**src/rtl/uart_frame_sequencer_if.sv**
```systemverilog
// ----------------------------------------------------------------------------
// uart_frame_sequencer_if
//
// Bundles the control and status signals of uart_frame_sequencer.
//
// Handshake semantics: there is no valid/ready pair. start, bit_tick and
// abort are single-cycle strobes sampled on the rising clock edge. The
// configuration inputs are sampled only on the edge that accepts a start.
// All status outputs are registered.
//
// Signals (master = frame requester, slave = sequencer):
//   start          m->s  request a new frame
//   bit_tick       m->s  one-cycle strobe per UART bit period
//   abort          m->s  synchronous frame cancel
//   data_bits_cfg  m->s  requested data-field length [4:0]
//   two_stop       m->s  1 = two stop bits
//   parity_on      m->s  parity enable (only with UART_PARITY_EN defined)
//   phase          s->m  0 IDLE, 1 START, 2 DATA, 3 PARITY, 4 STOP
//   bit_index      s->m  data bit in progress, LSB first
//   busy           s->m  phase != IDLE
//   frame_done     s->m  one-cycle pulse at normal frame completion
//   start_err      s->m  one-cycle pulse when start arrives while busy
//
// Optional feature macro: UART_PARITY_EN (adds parity_on).
// ----------------------------------------------------------------------------
interface uart_frame_sequencer_if #(
    parameter int IDX_W = 4
);
    logic             start;
    logic             bit_tick;
    logic             abort;
    logic [4:0]       data_bits_cfg;
    logic             two_stop;
`ifdef UART_PARITY_EN
    logic             parity_on;
`endif
    logic [2:0]       phase;
    logic [IDX_W-1:0] bit_index;
    logic             busy;
    logic             frame_done;
    logic             start_err;

    modport master (
`ifdef UART_PARITY_EN
        output parity_on,
`endif
        output start,
        output bit_tick,
        output abort,
        output data_bits_cfg,
        output two_stop,
        input  phase,
        input  bit_index,
        input  busy,
        input  frame_done,
        input  start_err
    );

    modport slave (
`ifdef UART_PARITY_EN
        input  parity_on,
`endif
        input  start,
        input  bit_tick,
        input  abort,
        input  data_bits_cfg,
        input  two_stop,
        output phase,
        output bit_index,
        output busy,
        output frame_done,
        output start_err
    );
endinterface

```
**src/rtl/uart_frame_sequencer.sv**
```systemverilog
// ----------------------------------------------------------------------------
// uart_frame_sequencer
//
// Sequences the phases of one UART frame (START, DATA, optional PARITY,
// STOP) driven by a per-bit strobe. Frame configuration is captured when
// the frame is accepted, so the requester may change it freely mid-frame.
//
// Ports:
//   clk    rising-edge clock
//   reset  asynchronous, active-low reset
//   bus    uart_frame_sequencer_if.slave (see interface header)
//
// Parameters:
//   DATA_BITS_MAX  largest data-field length (5..16)
//   IDX_W          width of bit_index, must hold DATA_BITS_MAX-1
//
// Optional feature macro: UART_PARITY_EN -- adds the parity_on input and
// the PARITY phase. Without it DATA always proceeds straight to STOP.
//
// The phase output is the FSM state register itself and serves as the
// debug view of the state machine.
// ----------------------------------------------------------------------------
module uart_frame_sequencer #(
    parameter int DATA_BITS_MAX = 9,
    parameter int IDX_W         = 4
) (
    input  logic                    clk,
    input  logic                    reset,
    uart_frame_sequencer_if.slave   bus
);

    typedef enum logic [2:0] {
        PH_IDLE   = 3'd0,
        PH_START  = 3'd1,
        PH_DATA   = 3'd2,
        PH_PARITY = 3'd3,
        PH_STOP   = 3'd4
    } phase_e;

    localparam logic [4:0] LEN_MIN = 5'd5;
    localparam logic [4:0] LEN_MAX = 5'(DATA_BITS_MAX);

    phase_e           phase_q,      phase_d;
    logic [IDX_W-1:0] bit_index_q,  bit_index_d;
    logic [4:0]       len_q,        len_d;
    logic             two_stop_q,   two_stop_d;
`ifdef UART_PARITY_EN
    logic             parity_q,     parity_d;
`endif
    // Set after the first of two stop ticks has been seen.
    logic             stop_cnt_q,   stop_cnt_d;
    logic             busy_q,       busy_d;
    logic             frame_done_q, frame_done_d;
    logic             start_err_q,  start_err_d;

    logic [4:0]       cfg_len;
    logic             last_data;

    // Clamp the requested length into the supported range.
    always_comb begin
        cfg_len = bus.data_bits_cfg;
        if (bus.data_bits_cfg < LEN_MIN) begin
            cfg_len = LEN_MIN;
        end else if (bus.data_bits_cfg > LEN_MAX) begin
            cfg_len = LEN_MAX;
        end
    end

    assign last_data = (32'(bit_index_q) == (32'(len_q) - 32'd1));

    always_comb begin
        phase_d      = phase_q;
        bit_index_d  = bit_index_q;
        len_d        = len_q;
        two_stop_d   = two_stop_q;
`ifdef UART_PARITY_EN
        parity_d     = parity_q;
`endif
        stop_cnt_d   = stop_cnt_q;
        frame_done_d = 1'b0;
        start_err_d  = 1'b0;

        if (bus.abort) begin
            // Cancel wins over everything, including a start in IDLE and
            // a final stop tick arriving in the same cycle.
            phase_d     = PH_IDLE;
            bit_index_d = '0;
        end else begin
            if ((phase_q != PH_IDLE) && bus.start) begin
                start_err_d = 1'b1;
            end

            case (phase_q)
                PH_IDLE: begin
                    // A tick arriving with start is deliberately ignored.
                    if (bus.start) begin
                        phase_d     = PH_START;
                        bit_index_d = '0;
                        len_d       = cfg_len;
                        two_stop_d  = bus.two_stop;
`ifdef UART_PARITY_EN
                        parity_d    = bus.parity_on;
`endif
                        stop_cnt_d  = 1'b0;
                    end
                end
                PH_START: begin
                    if (bus.bit_tick) begin
                        phase_d     = PH_DATA;
                        bit_index_d = '0;
                    end
                end
                PH_DATA: begin
                    if (bus.bit_tick) begin
                        if (last_data) begin
                            // bit_index holds the last data index from here on.
`ifdef UART_PARITY_EN
                            phase_d = parity_q ? PH_PARITY : PH_STOP;
`else
                            phase_d = PH_STOP;
`endif
                        end else begin
                            bit_index_d = bit_index_q + IDX_W'(1);
                        end
                    end
                end
                PH_PARITY: begin
                    if (bus.bit_tick) begin
                        phase_d = PH_STOP;
                    end
                end
                PH_STOP: begin
                    if (bus.bit_tick) begin
                        if (two_stop_q && !stop_cnt_q) begin
                            stop_cnt_d = 1'b1;
                        end else begin
                            phase_d      = PH_IDLE;
                            frame_done_d = 1'b1;
                        end
                    end
                end
                default: begin
                    phase_d = PH_IDLE;
                end
            endcase
        end

        busy_d = (phase_d != PH_IDLE);
    end

    always_ff @(posedge clk or negedge reset) begin
        if (!reset) begin
            phase_q      <= PH_IDLE;
            bit_index_q  <= '0;
            len_q        <= '0;
            two_stop_q   <= 1'b0;
`ifdef UART_PARITY_EN
            parity_q     <= 1'b0;
`endif
            stop_cnt_q   <= 1'b0;
            busy_q       <= 1'b0;
            frame_done_q <= 1'b0;
            start_err_q  <= 1'b0;
        end else begin
            phase_q      <= phase_d;
            bit_index_q  <= bit_index_d;
            len_q        <= len_d;
            two_stop_q   <= two_stop_d;
`ifdef UART_PARITY_EN
            parity_q     <= parity_d;
`endif
            stop_cnt_q   <= stop_cnt_d;
            busy_q       <= busy_d;
            frame_done_q <= frame_done_d;
            start_err_q  <= start_err_d;
        end
    end

    assign bus.phase      = phase_q;
    assign bus.bit_index  = bit_index_q;
    assign bus.busy       = busy_q;
    assign bus.frame_done = frame_done_q;
    assign bus.start_err  = start_err_q;

endmodule

```
**src/flat_wrapper.sv**
```systemverilog
// flat-port wrapper written by rule: the top's interface ports become plain ports
module uart_frame_sequencer_flat 
#(
    parameter int DATA_BITS_MAX = 9,
    parameter int IDX_W         = 4
)
  (clk, reset, bus_start, bus_bit_tick, bus_abort, bus_data_bits_cfg, bus_two_stop, bus_phase, bus_bit_index, bus_busy, bus_frame_done, bus_start_err);
  uart_frame_sequencer_if #(.IDX_W(IDX_W)) bus_i ();
  input  logic clk;
  input  logic reset;
  input wire logic [$bits(bus_i.start)-1:0] bus_start;
  input wire logic [$bits(bus_i.bit_tick)-1:0] bus_bit_tick;
  input wire logic [$bits(bus_i.abort)-1:0] bus_abort;
  input wire logic [$bits(bus_i.data_bits_cfg)-1:0] bus_data_bits_cfg;
  input wire logic [$bits(bus_i.two_stop)-1:0] bus_two_stop;
  output wire logic [$bits(bus_i.phase)-1:0] bus_phase;
  output wire logic [$bits(bus_i.bit_index)-1:0] bus_bit_index;
  output wire logic [$bits(bus_i.busy)-1:0] bus_busy;
  output wire logic [$bits(bus_i.frame_done)-1:0] bus_frame_done;
  output wire logic [$bits(bus_i.start_err)-1:0] bus_start_err;
  assign bus_i.start = bus_start;
  assign bus_i.bit_tick = bus_bit_tick;
  assign bus_i.abort = bus_abort;
  assign bus_i.data_bits_cfg = bus_data_bits_cfg;
  assign bus_i.two_stop = bus_two_stop;
  assign bus_phase = bus_i.phase;
  assign bus_bit_index = bus_i.bit_index;
  assign bus_busy = bus_i.busy;
  assign bus_frame_done = bus_i.frame_done;
  assign bus_start_err = bus_i.start_err;
  uart_frame_sequencer #(.DATA_BITS_MAX(DATA_BITS_MAX), .IDX_W(IDX_W)) u_core (.clk(clk), .reset(reset), .bus(bus_i));
endmodule
```
**config.mk**
```make
export PLATFORM = sky130hd
export DESIGN_NAME = uart_frame_sequencer_flat
export DESIGN_NICKNAME = d
export VERILOG_FILES = /design/src/rtl/uart_frame_sequencer_if.sv /design/src/rtl/uart_frame_sequencer.sv /design/src/flat_wrapper.sv
export SDC_FILE = /design/constraint.sdc
export NUM_CORES = 1
export LEC_CHECK = 0
export CELL_PAD_IN_SITES_DETAIL_PLACEMENT = 1
export CELL_PAD_IN_SITES_GLOBAL_PLACEMENT = 2
export CORE_MARGIN = 5
export CORE_UTILIZATION = 32
export CTS_BUF_LIST = sky130_fd_sc_hd__clkbuf_8 sky130_fd_sc_hd__clkbuf_16
export DETAILED_ROUTE_END_ITERATION = 6
export GPL_ROUTABILITY_DRIVEN = 0
export GPL_TIMING_DRIVEN = 1
export PLACE_DENSITY = 0.89
export REMOVE_ABC_BUFFERS = 1
export SYNTH_ARGS = -nofsm -noshare
export SYNTH_HDL_FRONTEND = slang
export SYNTH_SLANG_ARGS = --single-unit
```
**constraint.sdc**
```tcl
create_clock -name clk -period 4.43 [get_ports clk]
set_input_delay 0.886 -clock clk [delete_from_list [all_inputs] [get_ports clk]]
set_output_delay 0.886 -clock clk [all_outputs]
set_load 0.02 [all_outputs]
```
==> impl_metrics.csv <==
group,metric,value,unit
routing,drc_errors,0,
yosys,synth_edf_count,0,
clocking,postCtsHoldBufs,0,
sta,final_hold_viol_count,0,
power_and_ir_drop,p_leak,0.532,nW
power_and_ir_drop,switchingPower,106,uW
power_and_ir_drop,peakVddDrop,0.180,mV
clocking,cts_num_sinks,17,
cells_and_area,fin_nets,131,
cells_and_area,most-common-layout-cells,"clkdlybuf4s50_1, dfrtp_1, nor2_1",
worst_setup_path,crit_arrival,2690,ps
clocking,cts_buffers,3,
yosys,ys.flop_type,"dfrtp_1",
sta,fin_skew,1.59,ps
sta,grt_setup_unrepaired,"no",
clocking,cts_tree,"yes",
routing,viasPerCell,5.43,
cells_and_area,area_growth,28.0,%
sta,max_freq,401,MHz
global_route,grt_pass1_wl,4.07,mm
worst_setup_path,path_class,"in -> reg",
yosys,netlist_area,957,sq um
hold_path,min_path_cells,1,
yosys,ys_seq_area_share,44.4,%
power_and_ir_drop,p_per_area,304,nW/um^2
die,placementRows,19,
sta,period_share,56.3,%
global_route,grt_pass1_vias,887,
placement,port_buffers,20,
power_and_ir_drop,comb_power_share,20.9,%
flow_run,drv_cap,0,
sta,setup_violations,0,
worst_setup_path,crit_path_start_kind,"input port",
worst_setup_path,cp.required,4620,ps
clocking,ctsResizeCount,0,
sta,slew_headroom,47.7,%
global_route,grt_overflow,0,
power_and_ir_drop,finalPower,373,uW
cells_and_area,diodes,0,
die,dieArea,4180,sq um
die,fp.dieW,64.7,microns
clocking,clockBufferDepth,2,
power_and_ir_drop,p_int,266,uW
worst_setup_path,reg2regPathDepth,6,
die,core_area,2810,sq um
clocking,htree_levels,1,
placement,dp_cells,144,
yosys,synth_cell_types,38,
die,ioPinCount,21,
global_route,grt_antenna_before_repair,0,
cells_and_area,final_common_cell,"clkdlybuf4s50_1",
cells_and_area,fillers,328,
power_and_ir_drop,clockPowerShare,31.6,%
clocking,cts_setup_buffers,0,
power_and_ir_drop,seqPwrFrac,47.5,%
cells_and_area,layout-drive-gt1-share,11.1,%
worst_setup_path,crit_fanout,8,
routing,ant_nets,0,
global_route,grt.total_usage,12.4,%
routing,drt_first_pass_iters,3,
sta,final_max_slew_viol_count,0,
clocking,clk_pin_slew_worst_paths,70,ps
yosys,postSynthCellCount,97,
clocking,insertion_delay,250,ps
yosys,syn_area_per_cell,9.87,sq um
sta,final.setup.tns,0,ps
global_route,grt_max_degree,18,
sta,period_needed,2490,ps
worst_setup_path,endpoint_kind,"flip-flop",
cells_and_area,final_cells,148,
sta,tightestPinTransition,782,ps
routing,drtIter0Drc,4,
routing,wire_per_inst,15.3,microns
yosys,synth-seq-cells,17,
die,start_util,34.1,%
die,die_h,64.7,microns
placement,place_hpwl,1.73,mm
yosys,yosys_warnings,0,
hold_path,min_path_type,"reg -> reg",
power_and_ir_drop,swShare,28.6,%
routing,vias,804,
routing,routed_wirelength,2.26,mm
clocking,cts-root-buf,"clkbuf_8",
yosys,synthArstFlopShare,100,%
outcome,outcome,"completed",
-- cell families (layout without fill, tap and decap cells) --
family / Yosys count / in the layout / share of synthesized area [%]
compound gates: 22 / 22 / 16.1
mux: 3 / 3 / 3.53
fa+ha+maj: 2 / 2 / 2.61
simple gates: 41 / 41 / 24.3
xor+xnor: 5 / 5 / 6.01
flops: 17 / 17 / 44.4
buf+inv: 7 / 27 / 3.01
-- critical path, cell delays in order --
cell and delay (ps):
clkdlybuf4s50_1 560, nor4b_2 480, nand2_1 170, or4_1 500, nand3_1 90
-- cell usage after synthesis (3+ instances only) --
master / instances / area share [%]
nand2_1: 7 / 2.7
mux2_2: 3 / 3.5
inv_1: 3 / 1.2
nand3_1: 5 / 2.6
dfrtp_1: 17 / 44
nor3_1: 5 / 2.6
a21oi_1: 6 / 3.1
nor2_1: 9 / 3.5
-- routing by layer --
metal  GRT usage [%]  share of wire (%)
met5               0                  0
met4            10.0                3.4
met3            1.38                2.5
met2            20.4                 49
met1            14.8                 45
-- power by group through the flow --
stage / Clock (mW) / Sequential (mW) / Combinational, mW
after floorplan: 0 / 0.181 / 0.0449
after global placement: 0 / 0.179 / 0.0766
final: 0.118 / 0.177 / 0.0778
after global routing: 0.132 / 0.179 / 0.0883
after detailed placement: 0 / 0.180 / 0.0790
after CTS: 0.125 / 0.177 / 0.0796
-- stage by stage --
stage,hold slack (ps),util [%],setup WS [ps],area [sq um]
after floorplan,491,-,2460,940
after global placement,505,42.0,1800,1180
after detailed placement,522,42.0,1680,1180
after CTS,542,43.7,1950,1220
after global routing,584,43.7,1810,1220
final,537,43.7,1940,1220
-- flip-flops by register name, summed over array words and instances, names as in the netlist --
register / cells
u_core.len_q: 5
u_core.stop_cnt_q: 1
u_core.bus.bit_index: 4
u_core.bus.start_err: 1
u_core.two_stop_q: 1
u_core.bus.frame_done: 1
u_core.bus.phase: 3
u_core.bus.busy: 1
-- path summary, 6_finish.rpt --
kind | end | startpoint | slack (ps)
max in group asynchronous | u_core.len_q[0]$_DFFE_PN0P_ | reset | 2860
min | u_core.len_q[4]$_DFFE_PN0P_ | u_core.len_q[4]$_DFFE_PN0P_ | 540
max reg2reg | u_core.bus.bit_index[0]$_DFFE_PN0P_ | u_core.len_q[0]$_DFFE_PN0P_ | 2480
min reg2reg | u_core.len_q[4]$_DFFE_PN0P_ | u_core.len_q[4]$_DFFE_PN0P_ | 540
min in group asynchronous | u_core.bus.frame_done$_DFF_PN0_ | reset | 1080
max | u_core.bus.bit_index[3]$_DFFE_PN0P_ | bus_abort | 1940
-- area by class of cell --
type / count / area [sq um] / area share, %
timing repair buffer: 20 / 200 / 16.3
sequential: 17 / 425 / 34.7
clock inverter: 1 / 5.00 / 0.409
multi-input combinational: 73 / 503 / 41.1
inverter: 3 / 11.3 / 0.919
tap: 31 / 38.8 / 3.17
clock buffer: 3 / 41.3 / 3.37
Note: power is estimated with default switching activity, not from simulation.
